**config.mk**
```make
export PLATFORM = sky130hd
export DESIGN_NAME = buzzer_sched
export DESIGN_NICKNAME = d
export VERILOG_FILES = /design/src/rtl/buzzer_pkg.sv /design/src/rtl/tone_gen.sv /design/src/rtl/buzzer_sched.sv
export SDC_FILE = /design/constraint.sdc
export NUM_CORES = 1
export LEC_CHECK = 0
export BUFFER_PORTS_ARGS = -buffer_cell sky130_fd_sc_hd__buf_2
export CORE_UTILIZATION = 36
export CTS_CLUSTER_DIAMETER = 80
export CTS_CLUSTER_SIZE = 14
export DETAILED_ROUTE_END_ITERATION = 7
export PLACE_DENSITY = 0.62
export SYNTH_ARGS = -nofsm -noshare
export SYNTH_HDL_FRONTEND = slang
export SYNTH_SLANG_ARGS = --single-unit
```
**constraint.sdc**
```tcl
create_clock -name CLK -period 2.84 [get_ports CLK]
set_input_delay 0.284 -clock CLK [delete_from_list [all_inputs] [get_ports CLK]]
set_output_delay 0.284 -clock CLK [all_outputs]
set_load 0.02 [all_outputs]
```
**src/rtl/buzzer_pkg.sv**
```systemverilog
// ---------------------------------------------------------------------------
// buzzer_pkg : shared types and constants for the buzzer scheduler
// Rev 1.0
// ---------------------------------------------------------------------------
`default_nettype none

package buzzer_pkg;

  localparam int         NREQ    = 3;
  localparam logic [1:0] IDLE_ID = 2'd3;
  localparam int         MIN_DIV = 2;

  typedef enum logic [1:0] {
    ST_IDLE = 2'd0,
    ST_PLAY = 2'd1,
    ST_GAP  = 2'd2
  } state_t;

  function automatic int pre_width(input int clk_hz);
    if (clk_hz / 1000 <= 2) return 1;
    return $clog2(clk_hz / 1000);
  endfunction

endpackage

`default_nettype wire

```
**src/rtl/tone_gen.sv**
```systemverilog
// ---------------------------------------------------------------------------
// tone_gen : square wave with half-period i_div clocks, cleared while disabled
// Rev 1.0
// ---------------------------------------------------------------------------
`default_nettype none

module tone_gen #(
  parameter int DIV_W = 16
) (
  input  logic             clk,
  input  logic             rst_n,
  input  logic             i_en,
  input  logic [DIV_W-1:0] i_div,
  output logic             o_bp
);

  logic [DIV_W-1:0] r_cnt;
  logic             r_bp;

  always_ff @(posedge clk or negedge rst_n) begin
    if (!rst_n) begin
      r_cnt <= '0;
      r_bp  <= 1'b0;
    end else if (!i_en) begin
      r_cnt <= '0;
      r_bp  <= 1'b0;
    end else if (r_cnt >= i_div - 1'b1) begin
      r_cnt <= '0;
      r_bp  <= ~r_bp;
    end else begin
      r_cnt <= r_cnt + 1'b1;
    end
  end

  assign o_bp = r_bp;

endmodule

`default_nettype wire

```
**src/rtl/buzzer_sched.sv**
```systemverilog
// ---------------------------------------------------------------------------
// buzzer_sched : fixed-priority sharing of BP1 between NREQ tone requesters
// Optional macro BUZZER_PREEMPT_EN lets a higher-priority request abort PLAY.
// Rev 1.0
// ---------------------------------------------------------------------------
`default_nettype none

module buzzer_sched
  import buzzer_pkg::*;
#(
  parameter int CLK_HZ = 48_000_000,
  parameter int DIV_W  = 16,
  parameter int DUR_W  = 12,
  parameter int GAP_MS = 10
) (
  input  logic                  CLK,
  input  logic                  RST_N,
  input  logic [NREQ-1:0]       req,
  input  logic [NREQ*DIV_W-1:0] req_div,
  input  logic [NREQ*DUR_W-1:0] req_dur,
  output logic [NREQ-1:0]       ack,
  output logic [NREQ-1:0]       done,
  output logic                  busy,
  output logic [1:0]            cur_id,
  output logic                  BP1
);

  localparam int                 c_PRE_W   = pre_width(CLK_HZ);
  localparam int                 c_GAP_W   = $clog2(GAP_MS + 1);
  localparam int                 c_MS_W    = (DUR_W > c_GAP_W) ? DUR_W : c_GAP_W;
  localparam logic [c_PRE_W-1:0] c_PRE_MAX = c_PRE_W'(CLK_HZ / 1000 - 1);
  localparam logic [c_MS_W-1:0]  c_GAP     = c_MS_W'(GAP_MS);

  state_t             r_state, w_next;
  logic [1:0]         r_cur;
  logic [DIV_W-1:0]   r_div;
  logic [DUR_W-1:0]   r_dur;
  logic [c_PRE_W-1:0] r_pre;
  logic [c_MS_W-1:0]  r_ms;

  logic               w_any, w_grant, w_done, w_pre_wrap, w_tone;
  logic [1:0]         w_idx, w_done_id;
  logic [DIV_W-1:0]   w_sel_div, w_div_clamped;
  logic [DUR_W-1:0]   w_sel_dur;
  logic [c_MS_W-1:0]  w_ms_inc;

  // Requests are masked while reset is held so no grant leaks out combinationally.
  assign w_any = RST_N & (|req);

  always_comb begin
    w_idx = 2'd0;
    for (int i = NREQ - 1; i >= 0; i--) begin
      if (req[i]) w_idx = 2'(i);
    end
  end

  assign w_sel_div     = req_div[w_idx*DIV_W +: DIV_W];
  assign w_sel_dur     = req_dur[w_idx*DUR_W +: DUR_W];
  assign w_div_clamped = (w_sel_div < DIV_W'(MIN_DIV)) ? DIV_W'(MIN_DIV) : w_sel_div;
  assign w_pre_wrap    = (r_pre == c_PRE_MAX);
  assign w_ms_inc      = r_ms + 1'b1;

`ifdef BUZZER_PREEMPT_EN
  logic w_preempt;
  always_comb begin
    w_preempt = 1'b0;
    for (int i = 0; i < NREQ; i++) begin
      if (req[i] && (2'(i) < r_cur)) w_preempt = 1'b1;
    end
  end
`endif

  always_comb begin
    w_next    = r_state;
    w_grant   = 1'b0;
    w_done    = 1'b0;
    w_done_id = r_cur;
    case (r_state)
      ST_IDLE: begin
        if (w_any) begin
          w_grant = 1'b1;
          if (w_sel_dur == '0) begin
            w_done    = 1'b1;
            w_done_id = w_idx;
            w_next    = ST_GAP;
          end else begin
            w_next = ST_PLAY;
          end
        end
      end
      ST_PLAY: begin
        if (w_pre_wrap && (w_ms_inc == c_MS_W'(r_dur))) begin
          w_done = 1'b1;
          w_next = ST_GAP;
        end
`ifdef BUZZER_PREEMPT_EN
        // Aborted tone skips the gap so the preemptor is granted next cycle.
        if (w_preempt) begin
          w_done = 1'b1;
          w_next = ST_IDLE;
        end
`endif
      end
      ST_GAP: begin
        if ((GAP_MS == 0) || (w_pre_wrap && (w_ms_inc == c_GAP))) w_next = ST_IDLE;
      end
      default: w_next = ST_IDLE;
    endcase
  end

  always_ff @(posedge CLK or negedge RST_N) begin
    if (!RST_N) begin
      r_state <= ST_IDLE;
      r_cur   <= IDLE_ID;
      r_div   <= '0;
      r_dur   <= '0;
      r_pre   <= '0;
      r_ms    <= '0;
    end else begin
      r_state <= w_next;
      if (w_grant) begin
        r_cur <= w_idx;
        r_div <= w_div_clamped;
        r_dur <= w_sel_dur;
      end else if (w_next == ST_IDLE) begin
        r_cur <= IDLE_ID;
      end
      if ((w_next != r_state) || (r_state == ST_IDLE)) begin
        r_pre <= '0;
        r_ms  <= '0;
      end else if (w_pre_wrap) begin
        r_pre <= '0;
        r_ms  <= w_ms_inc;
      end else begin
        r_pre <= r_pre + 1'b1;
      end
    end
  end

  tone_gen #(.DIV_W(DIV_W)) u_tone (
    .clk   (CLK),
    .rst_n (RST_N),
    .i_en  (r_state == ST_PLAY),
    .i_div (r_div),
    .o_bp  (w_tone)
  );

  assign ack    = w_grant ? (NREQ'(1) << w_idx) : '0;
  assign done   = w_done ? (NREQ'(1) << w_done_id) : '0;
  assign busy   = (r_state != ST_IDLE);
  assign cur_id = w_grant ? w_idx : r_cur;
  assign BP1    = w_tone & (r_state == ST_PLAY) & ~w_done;

endmodule

`default_nettype wire

```
## Word level (Yosys, flattened, before mapping)

Index checks and enable logic that the tools add are counted.

- Add/sub/neg operators: 4
- Multipliers: 1
- Divide/modulo/power cells: 0
- Order comparisons: 2
- Equality and inequality tests: 7
- Shift operators: 4
- Muxes and demuxes: 31
- Bitwise logic cells: 5
- Reduce and logical (&&, ||, !) cells: 10

Operators with widths:

| cell | count |
|---|---|
| $mux W16 | 5 |
| $shiftx A48 B7 Y16 | 1 |
| $shiftx A36 B7 Y12 | 1 |
| $add A16 B1 Y16 const B | 2 |
| $mux W2 | 13 |
| $mux W12 | 2 |
| $eq A16 B16 Y1 const B | 1 |
| $ge A16 B16 Y1 | 1 |
| $lt A16 B2 Y1 const B | 1 |
| $sub A16 B1 Y16 const B | 1 |
| $add A12 B1 Y12 const B | 1 |
| $eq A12 B12 Y1 | 1 |
| $eq A12 B4 Y1 const B | 1 |
| $logic_not A12 Y1 | 1 |
| $mux W1 | 7 |
| $mux W3 | 2 |
| $pmux W2 S3 | 1 |
| $reduce_bool A2 Y1 | 3 |
| $shl A1 B2 Y3 const A | 2 |
| $logic_not A2 Y1 | 2 |
| $mul A2 B2 Y4 const B | 1 |
| $and A1 B1 Y1 | 3 |
| $reduce_or A3 Y1 | 1 |
| $eq A2 B1 Y1 const B | 1 |
| other kinds (7) | 9 |

- Register bits: 77
- Bits in latches: 0
- RAM bits: 0
- Bits in read-only memories: 0
- Input port bits: 89
- Output and inout bits: 10
- Word-level logic and storage cells: 72
- Memories: 0

## Logic depth before layout (Yosys ltp)

- Depth after elaboration: 12
- Depth in mapped cells: 14

## Cells and area by module

From an unflattened synthesis, not the netlist that was laid out.

- Cells, all modules: 630
- Area total of the unflattened synthesis: 5450.2 um^2

By module, submodules not included:

| module | times used | cells an instance | area each (um^2) | seq. area each (um^2) |
|---|---|---|---|---|
| buzzer_sched | 1 | 475 | 4096.4 | 1503.9 |
| tone_gen | 1 | 155 | 1353.8 | 425.4 |

## Least setup slack after synthesis

OpenSTA, ideal clock, no wires.

- Path kind: register to register
- Start point: register r_div[3]
- End point: register u_tone.r_bp, in the netlist u_tone.o_bp
- Library setup time: 125 ps
- Data arrival time: 2930 ps
- Setup slack: -214 ps
- Stages on the path, launching flop included: 13
- Path buffers: 0
- Period minus slack after synthesis: 3054 ps
- Path through: dfrtp_1 -> nor4_1 -> nand2_1 -> nor4_1 -> xnor2_1 -> ha_1 -> a21o_1 -> a21o_1 -> a21oi_1 -> nor2_1 -> a2111oi_0 -> o21ai_1 -> mux2_2

- Cells in the longest elaborated chain, start to end: 3

Ends and longest elaborated chain:

| item | RTL line | text |
|---|---|---|
| from (decl) | buzzer_sched.sv:36 | `logic [DIV_W-1:0] r_div;` |
| from (signal assigned) | buzzer_sched.sv:123 | `r_div <= w_div_clamped;` |
| $sub A16 B1 Y16 | tone_gen.sv:27 | `end else if (r_cnt >= i_div - 1'b1) begin` |
| $ge A16 B16 Y1 | tone_gen.sv:27 |  |
| $ne A2 B2 Y1 (no source line) | n/a |  |
| to (signal assigned) | tone_gen.sv:29 | `r_bp <= ~r_bp;` |
| to (decl) | tone_gen.sv:18 | `logic r_bp;` |

Every way passes these cells.
A chain may end at the register's enable or synchronous reset.

## Final worst setup path

- Start point: register r_ms[0]
- End point: output done[0]

- Cells in the longest elaborated chain, start to end: 6

Ends and longest elaborated chain:

| item | RTL line | text |
|---|---|---|
| from (decl) | buzzer_sched.sv:39 | `logic [c_MS_W-1:0] r_ms;` |
| from (signal assigned) | buzzer_sched.sv:133 | `r_ms <= w_ms_inc;` |
| $add A12 B1 Y12 | buzzer_sched.sv:61 | `assign w_ms_inc = r_ms + 1'b1;` |
| $eq A12 B12 Y1 | buzzer_sched.sv:92 | `if (w_pre_wrap && (w_ms_inc == c_MS_W'(r_dur))) begin` |
| $logic_and A1 B1 Y1 | buzzer_sched.sv:92 |  |
| $mux W1 | buzzer_sched.sv:92 |  |
| $pmux W1 S2 | buzzer_sched.sv:78 | `case (r_state)` |
| $mux W3 | buzzer_sched.sv:149 | `assign done = w_done ? (NREQ'(1) << w_done_id) : '0;` |
| to (decl) | buzzer_sched.sv:22 | `output logic [NREQ-1:0] done,` |

Every way passes these cells.

==> impl_metrics.csv <==
group,metric,value,unit
final_layout,multiInputGateArea,3290,µm²
die,ios,99,
pwr,intPower,0.00316,W
final_layout,fill_cells,1308,
placed_design,dp_cells,876,
pwr,total_power,0.00476,W
global_routing,grt_antenna_before_repair,0,
route,wl_per_cell,15.5,µm
timing,rsz0062_at_grt,"yes",
placed_design,dpl.hpwl,10600,µm
timing,slew_headroom,26.7,%
timing,worstMarginPinSlew,1100,ps
timing,slew_violations,0,
synthesis,yosys_warnings,0,
clock_network,cts.sinks,77,
timing,period_minus_slack,3050,ps
route,first_iter_violations,313,
global_routing,grt_pass1_wl,22900,µm
clock_network,clk_pin_slew,60,ps
worst_setup_path,critPathMaxStageDelay,560,ps
synthesis,syn-num-nets,675,
timing,period_share,107,%
synthesis,synth_edf_count,0,
route,dr_total_vias,4805,
route,viasPerCell,5.35,
global_routing,grt_use_total,19.5,%
die,initial_core_util,37.1,%
synthesis,syn_inst,565,
worst_setup_path,critical_path_class,"reg2out",
clock_network,clk_latency,340,ps
pwr,power_frac_comb,36.3,%
final_layout,antennaDiodeCount,0,
worst_setup_path,arrival,2770,ps
final_layout,fin_cells,898,
timing,setup_tns,-798,ps
worst_setup_path,crit_buf_inv,1,
clock_network,cts_tree,"built",
final_layout,area_growth,33.1,%
final_layout,drive_gt1_share,36.4,%
clock_network,cts_made_buffers,9,
worst_setup_path,end_kind,"output pin",
clock_network,clockRootBuffer,"clkbuf_16",
global_routing,grt_pass1_vias,4812,
route,drc,0,
worst_setup_path,start_kind,"flip-flop",
die,die_h,122,µm
route,top_layer_used,"met4",
pwr,p_switching,0.00160,W
status,status,"complete, but fails checks",
die,die-area,14900,µm²
worst_setup_path,crit_chain,"ha_4 > and3_4 > xnor2_2 > nor3_2 > nand4b_1 > or4_4 > o21a_4 > nor3_4 > buf_6",
synthesis,synth_cell_type_count,64,
route,dr_wl_met2,7200,µm
status,violations,"negative setup slack",
die,die_w,122,µm
worst_setup_path,crit_fanout,5,
timing,fmax,0.328,GHz
pwr,switching_share,33.6,%
pwr,powerDensity,691,nW/µm²
synthesis,seq_area_frac_synth,37.3,%
min_path,worstHoldPathType,"in2async",
synthesis,async_flop_share,100,%
worst_setup_path,crit_family,"simple AND/OR/NAND/NOR gates",
clock_network,cts_buffer_depth,2,
placed_design,pre_cts_ws,-279,ps
pwr,p_leak,3.09,nW
global_routing,grt_overflow,0,
placed_design,gp_congestion,0.940,
route,firstDrtPassIters,8,
synthesis,syn_avg_cell_area,9.16,µm²
clock_network,htreeDepth,3,
pwr,pwr-share-clk,28.5,%
route,wl_met3,461,µm
timing,fin_worst_skew,4.72,ps
die,rows,43,
final_layout,nets,823,
placed_design,io_buffers,98,
clock_network,hold_buffers,0,
timing,fin_ws,-211,ps
global_routing,grt_max_degree,78,
synthesis,ys_seq_elements,77,
synthesis,synth_ff_type,"dfrtp_1",
worst_setup_path,crit_path_top_delay_cell,"or4_4",
worst_setup_path,required,2560,ps
die,coreArea,13900,µm²
pwr,pwr-share-seq,35.2,%
route,ant_nets,0,
final_layout,regArea,1930,µm²
run,maxCapViolations,0,
route,wirelength,13900,µm
timing,finalHoldViolCount,0,
synthesis,synth.cell_area,5170,µm²
final_layout,fin_util,49.4,%
pwr,vdd_drop_max,0.000392,V
route,wl_met1,6010,µm
timing,setup_violations,5,
==> placed cells by master (no fill, tap or decap), types with 4 or more instances in the layout <==
cell type and count:
buf_2 93, dfrtp_1 71, buf_4 67, nand2_1 53, nor2_1 46, xor2_1 35, xnor2_1 33, o21ai_0 31
nand3_1 20, ha_1 19, mux2_2 16, a22oi_1 16, and2_1 15, a222oi_1 12, nor2_4 11, nor3_1 10
and3_1 10, clkbuf_16 9, a21o_1 8, nand4_1 8, inv_1 8, buf_6 7, nand2b_1 6, a21oi_1 6
nor4_1 5, nor3_2 5, nor2_2 5, nor2b_1 5, nand4b_1 4, nand3_2 4, dfrtp_2 4
==> layout make-up <==
cell class | count | share of cell area, %
Clock inverter | 5 | 1.54
Clock buffer | 11 | 3.67
Tap cell | 180 | 3.27
Timing Repair Buffer | 167 | 15.2
Multi-Input combinational cell | 450 | 47.8
Sequential cell | 77 | 28.1
Inverter | 8 | 0.436
==> power by group through the flow <==
stage               Sequential [W]  Combinational [W]  Clock (W)
floorplan                  0.00163           0.000973          0
global placement           0.00164            0.00147          0
detailed placement         0.00166            0.00152          0
CTS                        0.00166            0.00167    0.00139
global route               0.00170            0.00191    0.00143
finish                     0.00167            0.00173    0.00136
==> registers in the layout, summed over array words and instances (netlist names) <==
name	cells
r_state	2
r_pre	16
u_tone.o_bp	1
r_ms	12
r_div	16
r_cur	2
r_dur	12
u_tone.r_cnt	16
==> cell usage after synthesis, types with 14 or more instances <==
| cell | number | area (µm²) |
|---|---|---|
| mux2_2 | 16 | 180 |
| xnor2_1 | 34 | 298 |
| nor3_1 | 14 | 70.1 |
| nand2_1 | 54 | 203 |
| nor2_1 | 62 | 233 |
| a22oi_1 | 16 | 120 |
| xor2_1 | 36 | 315 |
| and2_1 | 15 | 93.8 |
| ha_1 | 21 | 263 |
| dfrtp_1 | 75 | 1880 |
| nand3_1 | 23 | 115 |
| o21ai_0 | 34 | 170 |
==> layer usage <==
| metal | GRT usage (%) | vias to the layer above |
|---|---|---|
| li1 | - | 2317 |
| met1 | 24.2 | 2332 |
| met2 | 34.4 | 132 |
| met3 | 3.37 | 24 |
| met4 | 5.48 | 0 |
| met5 | 0 | - |
==> worst paths after layout <==
check                           start  cells past startpoint  slack, ps           to
max in group asynchronous       RST_N                      2       1940      r_ms[3]
min                             RST_N                      2        190    r_pre[12]
min reg2reg                  r_pre[0]                      1        510     r_pre[0]
min in group CLK           req_div[1]                      3        250     r_div[1]
max                           r_ms[0]                      9       -210      done[0]
max reg2reg                  r_div[2]                     10        -20  u_tone.o_bp
==> stage by stage <==
step | hold WS [ps] | cell area, µm²
finish | 190 | 6890
floorplan | -11.6 | 5200
global route | 263 | 6890
global placement | 478 | 6200
CTS | 237 | 6800
detailed placement | 493 | 6200
==> timing repair <==
item	CTS	global route
pin swaps	21	22
resized for setup	49	25
buffers inserted	6	1
endpoints found under the setup margin	21	21
gates cloned	1	0
==> kinds of logic after synthesis <==
family	count (synthesis)	synth area share [%]
simple gates	238	23.7
compound gates	104	14.2
flops	77	37.3
xor+xnor	70	11.8
buf+inv	38	4.21
fa+ha+maj	21	5.08
mux	17	3.68
Note: power is estimated with default switching activity, not from simulation.
